### src/rtl/cs_tri_stack_pkg.sv
// cs_tri_stack_pkg: triangle types and stack defaults shared by the clip/scan stack
package cs_tri_stack_pkg;
  localparam int CS_STACK_DEPTH = 8;
  localparam int COORD_W = 16;
  typedef struct packed {
    logic [COORD_W-1:0] x;
    logic [COORD_W-1:0] y;
    logic [COORD_W-1:0] z;
  } vertex_t;
  typedef struct packed {
    vertex_t p;
    vertex_t q;
    vertex_t r;
  } Triangle3D;
endpackage

### src/rtl/cs_stack_regfile.sv
// cs_stack_regfile: unreset triangle storage, one write port, one async read port
module cs_stack_regfile
  import cs_tri_stack_pkg::*;
#(
  parameter int DEPTH = CS_STACK_DEPTH,
  parameter int AW = $clog2(DEPTH)
) (
  input  logic          clk,
  input  logic          we_i,
  input  logic [AW-1:0] waddr_i,
  input  Triangle3D     wdata_i,
  input  logic [AW-1:0] raddr_i,
  output Triangle3D     rdata_o
);
  Triangle3D mem_q [DEPTH];
  // storage is deliberately left unreset; the count decides what is live
  always_ff @(posedge clk) begin
    if (we_i) mem_q[waddr_i] <= wdata_i;
  end
  assign rdata_o = mem_q[raddr_i];
endmodule

### src/rtl/cs_tri_stack.sv
// cs_tri_stack: LIFO of triangles with peek, replace/bypass and sticky error flags
module cs_tri_stack
  import cs_tri_stack_pkg::*;
#(
  parameter int DEPTH = CS_STACK_DEPTH,
  parameter int AF_LEVEL = DEPTH - 2
) (
  input  logic                       clk,
  input  logic                       rst_n,
  input  logic                       clear_i,
  input  logic                       err_clr_i,
  input  logic                       push_i,
  input  logic                       pop_i,
  input  Triangle3D                  tri_i,
  output Triangle3D                  tri_o,
  output logic                       out_valid_o,
  output Triangle3D                  top_o,
  output logic [$clog2(DEPTH+1)-1:0] count_o,
  output logic                       empty_o,
  output logic                       full_o,
  output logic                       almost_full_o,
  output logic                       overflow_o,
  output logic                       underflow_o
);
  localparam int CW = $clog2(DEPTH + 1);
  localparam int AW = $clog2(DEPTH);
  logic [CW-1:0] count_q, count_d;
  Triangle3D     tri_q, tri_d, rd_data;
  logic          ov_q, ov_d, ovf_q, ovf_d, udf_q, udf_d, we;
  logic [AW-1:0] waddr, raddr;
  assign raddr         = AW'(count_q - 1'b1);
  assign empty_o       = count_q == '0;
  assign full_o        = count_q == CW'(DEPTH);
  assign almost_full_o = count_q >= CW'(AF_LEVEL);
  assign top_o         = empty_o ? '0 : rd_data;
  assign count_o       = count_q;
  assign tri_o         = tri_q;
  assign out_valid_o   = ov_q;
  assign overflow_o    = ovf_q;
  assign underflow_o   = udf_q;
  cs_stack_regfile #(.DEPTH(DEPTH), .AW(AW)) u_rf (
    .clk     (clk),
    .we_i    (we),
    .waddr_i (waddr),
    .wdata_i (tri_i),
    .raddr_i (raddr),
    .rdata_o (rd_data)
  );
  // clear beats push/pop; a fresh error beats err_clr; replace writes over the old top
  always_comb begin
    count_d = count_q;
    tri_d   = tri_q;
    ov_d    = 1'b0;
    we      = 1'b0;
    waddr   = AW'(count_q);
    ovf_d   = ovf_q & ~err_clr_i;
    udf_d   = udf_q & ~err_clr_i;
    if (clear_i) begin
      count_d = '0;
    end else if (push_i && pop_i) begin
      ov_d  = 1'b1;
      tri_d = empty_o ? tri_i : top_o;
      we    = ~empty_o;
      waddr = raddr;
    end else if (push_i) begin
      ovf_d   = ovf_q & ~err_clr_i | full_o;
      we      = ~full_o;
      count_d = full_o ? count_q : count_q + 1'b1;
    end else if (pop_i) begin
      udf_d   = udf_q & ~err_clr_i | empty_o;
      ov_d    = ~empty_o;
      tri_d   = empty_o ? tri_q : top_o;
      count_d = empty_o ? count_q : count_q - 1'b1;
    end
  end
  // pointer, output register and error flags
  always_ff @(posedge clk or negedge rst_n) begin
    if (!rst_n) begin
      count_q <= '0;
      tri_q   <= '0;
      ov_q    <= 1'b0;
      ovf_q   <= 1'b0;
      udf_q   <= 1'b0;
    end else begin
      count_q <= count_d;
      tri_q   <= tri_d;
      ov_q    <= ov_d;
      ovf_q   <= ovf_d;
      udf_q   <= udf_d;
    end
  end
endmodule
### config.mk
export PLATFORM = sky130hd
export DESIGN_NAME = cs_tri_stack
export DESIGN_NICKNAME = d
export VERILOG_FILES = /design/src/rtl/cs_tri_stack_pkg.sv /design/src/rtl/cs_stack_regfile.sv /design/src/rtl/cs_tri_stack.sv
export SDC_FILE = /design/constraint.sdc
export NUM_CORES = 2
export LEC_CHECK = 0
export CELL_PAD_IN_SITES_DETAIL_PLACEMENT = 0
export CELL_PAD_IN_SITES_GLOBAL_PLACEMENT = 1
export CORE_MARGIN = 4
export CORE_UTILIZATION = 45
export CTS_CLUSTER_DIAMETER = 50
export CTS_CLUSTER_SIZE = 14
export DETAILED_ROUTE_END_ITERATION = 12
export PLACE_DENSITY = 0.77
export REMOVE_ABC_BUFFERS = 1
export SLEW_MARGIN = 20
export SYNTH_ARGS = -nofsm -noshare
export SYNTH_HDL_FRONTEND = slang
export SYNTH_SLANG_ARGS = --single-unit
### constraint.sdc
create_clock -name clk -period 8.67 [get_ports clk]
set_input_delay 1.3005 -clock clk [delete_from_list [all_inputs] [get_ports clk]]
set_output_delay 1.3005 -clock clk [all_outputs]
set_load 0.02 [all_outputs]
==> reports/qor.txt <==
GLOBAL ROUTE
--------------------------------------------------------------------------------------------------
Met2 track utilization from global routing ..........................................        29.9%
Number of antenna violations at the first check in global routing ...................            2
Overall global routing resource usage ...............................................        17.8%
Pin count of the biggest net entering global routing ................................          145
Met1 layer usage reported by global route ...........................................        23.9%
Vias in the first global route ......................................................        28300
Wire length of the first global-routing pass ........................................       168 mm
Layer with the highest usage after global routing ...................................         met2
Grt met3 use ........................................................................        3.38%
Global route overflow ...............................................................            0

STA
--------------------------------------------------------------------------------------------------
Time the worst path needs with I/O delays and setup .................................      6.31 ns
Max Freq ............................................................................      158 MHz
Worst clock skew ....................................................................    0.0255 ns
Count of endpoints failing setup in the final report ................................            0
Total count of max-transition violations in the final report ........................            0
Final sum of negative setup slack ...................................................         0 ns
Worst slew margin ...................................................................        26.9%
Setup WS post-layout ................................................................      2.36 ns
Tcrit/Tclk final ....................................................................        72.8%
Final count of hold timing violations ...............................................            0
Unrepaired setup endpoints after global routing .....................................        false
Slew @ Worst Pin ....................................................................      1.10 ns

LAYOUT
--------------------------------------------------------------------------------------------------
Number of non-filler instances in the completed layout ..............................         5212
Syn-to-layout area delta ............................................................        19.4%
Final standard cell area without fillers ............................................   62900 um^2
Layout cell share with drive strength beyond 1 ......................................        15.0%
Number of nets in the final layout ..................................................         3743
Post-Route Utilization ..............................................................        54.1%

CLOCKING
--------------------------------------------------------------------------------------------------
Number of cells upsized or downsized after cts ......................................            0
Maximum clock path buffer count .....................................................            3
TritonCTS clock tree ................................................................          yes
Clock transition time at the flip-flop clock pins of the worst setup and hold paths .      0.06 ns
TritonCTS Buffers ...................................................................          130
Maximum level of the CTS H-tree .....................................................            4
CTS Sinks ...........................................................................         1303
CTS root buffer ..................................................................... sky130_fd_sc_hd__clkbuf_16
Setup repair bufs after CTS .........................................................            0
Clk Latency, worst-skew pair ........................................................      0.73 ns
Hold bufs inserted after CTS ........................................................            0

SETUP PATH
--------------------------------------------------------------------------------------------------
Cell type of the slowest stage on the worst timing path ............................. sky130_fd_sc_hd__dfrtp_4
R2R Path Start ......................................................................   count_o[0]
Cell Chain, Critical Path ........................................................... inv_1 > ha_4 > buf_12 > mux2_2 > o22a_1 > inv_1 > clkdlybuf4s50_1
Reg2reg end ......................................................................... u_rf.mem_q[5][56]
Launch point of the worst path ......................................................   count_o[0]
Crit end category ...................................................................  output port
Longest individual stage delay on the worst path ....................................      0.91 ns
Path depth of the worst reg2reg path ................................................            7
Worst path most repeated cell ....................................................... sky130_fd_sc_hd__inv_1
Data arrival time at the worst-slack endpoint .......................................      5.01 ns
Required time of the critical path ..................................................      7.37 ns
Type of origin of the critical path .................................................         flop
Worst reg2reg setup slack ...........................................................      4.28 ns
WS Path Type ........................................................................      reg2out
Crit-path max FO ....................................................................          136

POWER
--------------------------------------------------------------------------------------------------
Share of power burned in the clock network ..........................................        25.9%
Power per unit of standard cell area ................................................  340 nW/um^2
Total internal power ................................................................     14400 uW
Net switching power of the design ...................................................      6980 uW
Largest vdd supply drop .............................................................   0.000384 V
Leakage power .......................................................................    0.0220 uW
Share of total power consumed by net switching ......................................        32.7%
Sequential fraction of design power .................................................        36.2%
Logic gate share of total power .....................................................        37.9%

SYNTH
--------------------------------------------------------------------------------------------------
Area share of and/or/nand/nor cells after synthesis .................................        2.43%
Post-synthesis compound-gate area fraction ..........................................        4.31%
Yosys synthesis warning count .......................................................            0
Syn avg cell area ...................................................................    16.8 um^2
Combined area of all synthesized cells ..............................................   52700 um^2
Xor-xnor portion of the synthesized cell area .......................................      0.0998%
Synth Register Bits .................................................................         1303
Adder and majority gate portion of the synthesized area .............................      0.0713%
Number of instances in the synthesized netlist ......................................         3141
Synth cell count leaders ............................................................ sky130_fd_sc_hd__edfxtp_1, sky130_fd_sc_hd__mux2i_1, sky130_fd_sc_hd__mux2_2
Distinct cells, synth ...............................................................           39
Most frequent cell after synthesis .................................................. sky130_fd_sc_hd__edfxtp_1
Share of async-settable or async-resettable flops after synthesis ...................        11.6%
Number of enable flip-flop cells after synthesis ....................................         1152
Top cells by area, synth ............................................................ sky130_fd_sc_hd__edfxtp_1, sky130_fd_sc_hd__mux2i_1, sky130_fd_sc_hd__dfrtp_1
Share of synthesized area spent on multiplexers .....................................        17.2%
Largest area contributor in the netlist ............................................. sky130_fd_sc_hd__edfxtp_1
Area fraction of the dominant cell type after synthesis .............................        65.7%
Ys flop type ........................................................................ sky130_fd_sc_hd__edfxtp_1
Largest family of logic cells by synthesized area ................................... multiplexers
Sequential area share after synthesis ...............................................        72.9%

PLACEMENT
--------------------------------------------------------------------------------------------------
Total cell area at the placement stage ..............................................   58600 um^2
Post-placement setup slack ..........................................................      3.16 ns
Final weighted congestion in routability-driven placement ...........................        0.707
Placed Cells incl. Taps .............................................................         4982
HPWL reported at the end of detailed placement ......................................      61.0 mm
I/O Buffers .........................................................................          447

DIE
--------------------------------------------------------------------------------------------------
Top-level I/O count .................................................................          448
Std-Cell Rows .......................................................................          125
Core Footprint ......................................................................  116000 um^2
Vertical die dimension ..............................................................       350 um
Area enclosed by the die boundary ...................................................  123000 um^2
Width of the die ....................................................................       350 um
Starting Density ....................................................................        45.3%

DRT
--------------------------------------------------------------------------------------------------
Number of vias per cell .............................................................         5.30
Total DRC errors in the routed layout ...............................................            0
1st-pass router iterations ..........................................................            7
Vias ................................................................................        27600
Average wire per standard cell ......................................................      21.2 um
DRC violation total after the first TritonRoute iteration ...........................         1744
Post-Route WL .......................................................................       111 mm
Post-route ant nets .................................................................            0

RUN STATUS
--------------------------------------------------------------------------------------------------
Run status .......................................................................... complete, no violations

JOB
--------------------------------------------------------------------------------------------------
Max capacitance violation total .....................................................            0

HOLD PATH
--------------------------------------------------------------------------------------------------
Worst min-delay path category .......................................................     in2async

[critical path: cells and delay by family (launching register included)]
| family | cells | cell delay (ns) |
|---|---|---|
| adders and majority gates | 1 | 0.79 |
| AOI/OAI and AO/OA | 1 | 0.28 |
| DFF | 1 | 0.91 |
| muxes | 1 | 0.42 |
| buffers and inverters | 4 | 1.46 |
[state kept, by name, indices dropped and copies added, names as in the netlist]
name / count
count_o: 4
tri_o: 144
overflow_o: 1
underflow_o: 1
out_valid_o: 1
u_rf.mem_q: 1152
[power groups by stage]
stage / clock network, uW / logic [uW] / registers, uW
6_report: 5530 / 8100 / 7730
5_1_grt: 5950 / 8640 / 7790
4_1_cts: 5670 / 8210 / 7740
3_5_place_dp: 0 / 8170 / 7860
3_3_place_gp: 0 / 8130 / 7850
2_1_floorplan: 0 / 5540 / 8520
[cell families after synthesis]
group | Yosys count
mux | 867
buf+inv | 333
xor+xnor | 6
fa+ha+maj | 3
simple gates | 325
compound gates | 304
flops | 1303
[layer usage]
metal  part of all wire [%]  routed length (um)  up-vias
li1                       -                   -    12900
met1                     45               49400    14000
met2                     49               54300      583
met3                    4.6                5110      127
met4                    1.6                1820        2
met5                  0.012                  13        -
[worst max-delay path by stage]
stage	end	slack, ns	cells after the start
floorplan	u_rf.mem_q[4][0]	-24.91	5
global placement	top_o[25]	3.18	7
detailed placement	top_o[18]	3.16	7
CTS	top_o[18]	2.35	7
global route	top_o[74]	2.17	7
finish	top_o[25]	2.36	7
[cell type report]
cell class | instances | area (um^2)
multi-input cells | 1505 | 12800
well taps | 1524 | 1910
clock inverters | 67 | 697
repair buffers | 497 | 4990
diodes | 1 | 2.50
fillers | 9188 | 53300
inverters | 153 | 574
flip-flops and latches | 1303 | 38400
clock buffers | 162 | 3530
[stage by stage]
stage | hold slack [ns] | total power (uW)
floorplan | 0.610 | 14100
global placement | 0.503 | 16000
detailed placement | 0.498 | 16000
CTS | 0.479 | 21600
global route | 0.509 | 22400
finish | 0.524 | 21400
[cell usage in the layout, fill, tap and decap left out, types with 2 or more instances in the layout]
cell type	instances
sky130_fd_sc_hd__a21o_1	2
sky130_fd_sc_hd__a21oi_4	2
sky130_fd_sc_hd__a31oi_1	144
sky130_fd_sc_hd__buf_12	11
sky130_fd_sc_hd__buf_4	39
sky130_fd_sc_hd__bufinv_16	8
sky130_fd_sc_hd__clkbuf_1	23
sky130_fd_sc_hd__clkbuf_16	136
sky130_fd_sc_hd__clkbuf_8	4
sky130_fd_sc_hd__clkdlybuf4s50_1	446
sky130_fd_sc_hd__clkinv_1	10
sky130_fd_sc_hd__clkinv_2	13
sky130_fd_sc_hd__clkinv_4	8
sky130_fd_sc_hd__clkinv_8	3
sky130_fd_sc_hd__clkinvlp_4	9
sky130_fd_sc_hd__dfrtp_1	150
sky130_fd_sc_hd__edfxtp_1	1152
sky130_fd_sc_hd__ha_1	2
sky130_fd_sc_hd__inv_1	152
sky130_fd_sc_hd__inv_16	2
sky130_fd_sc_hd__inv_6	12
sky130_fd_sc_hd__inv_8	2
sky130_fd_sc_hd__mux2_2	290
sky130_fd_sc_hd__mux2i_1	577
sky130_fd_sc_hd__nand2_1	151
sky130_fd_sc_hd__nand2b_1	2
sky130_fd_sc_hd__nand3_1	2
sky130_fd_sc_hd__nand4b_1	2
sky130_fd_sc_hd__nor2_1	147
sky130_fd_sc_hd__nor2_4	9
sky130_fd_sc_hd__nor3_1	4
sky130_fd_sc_hd__o21ai_0	4
sky130_fd_sc_hd__o22a_1	144
sky130_fd_sc_hd__o31ai_1	4
sky130_fd_sc_hd__xor2_1	4
No activity file was read; power rests on OpenSTA's default activity.
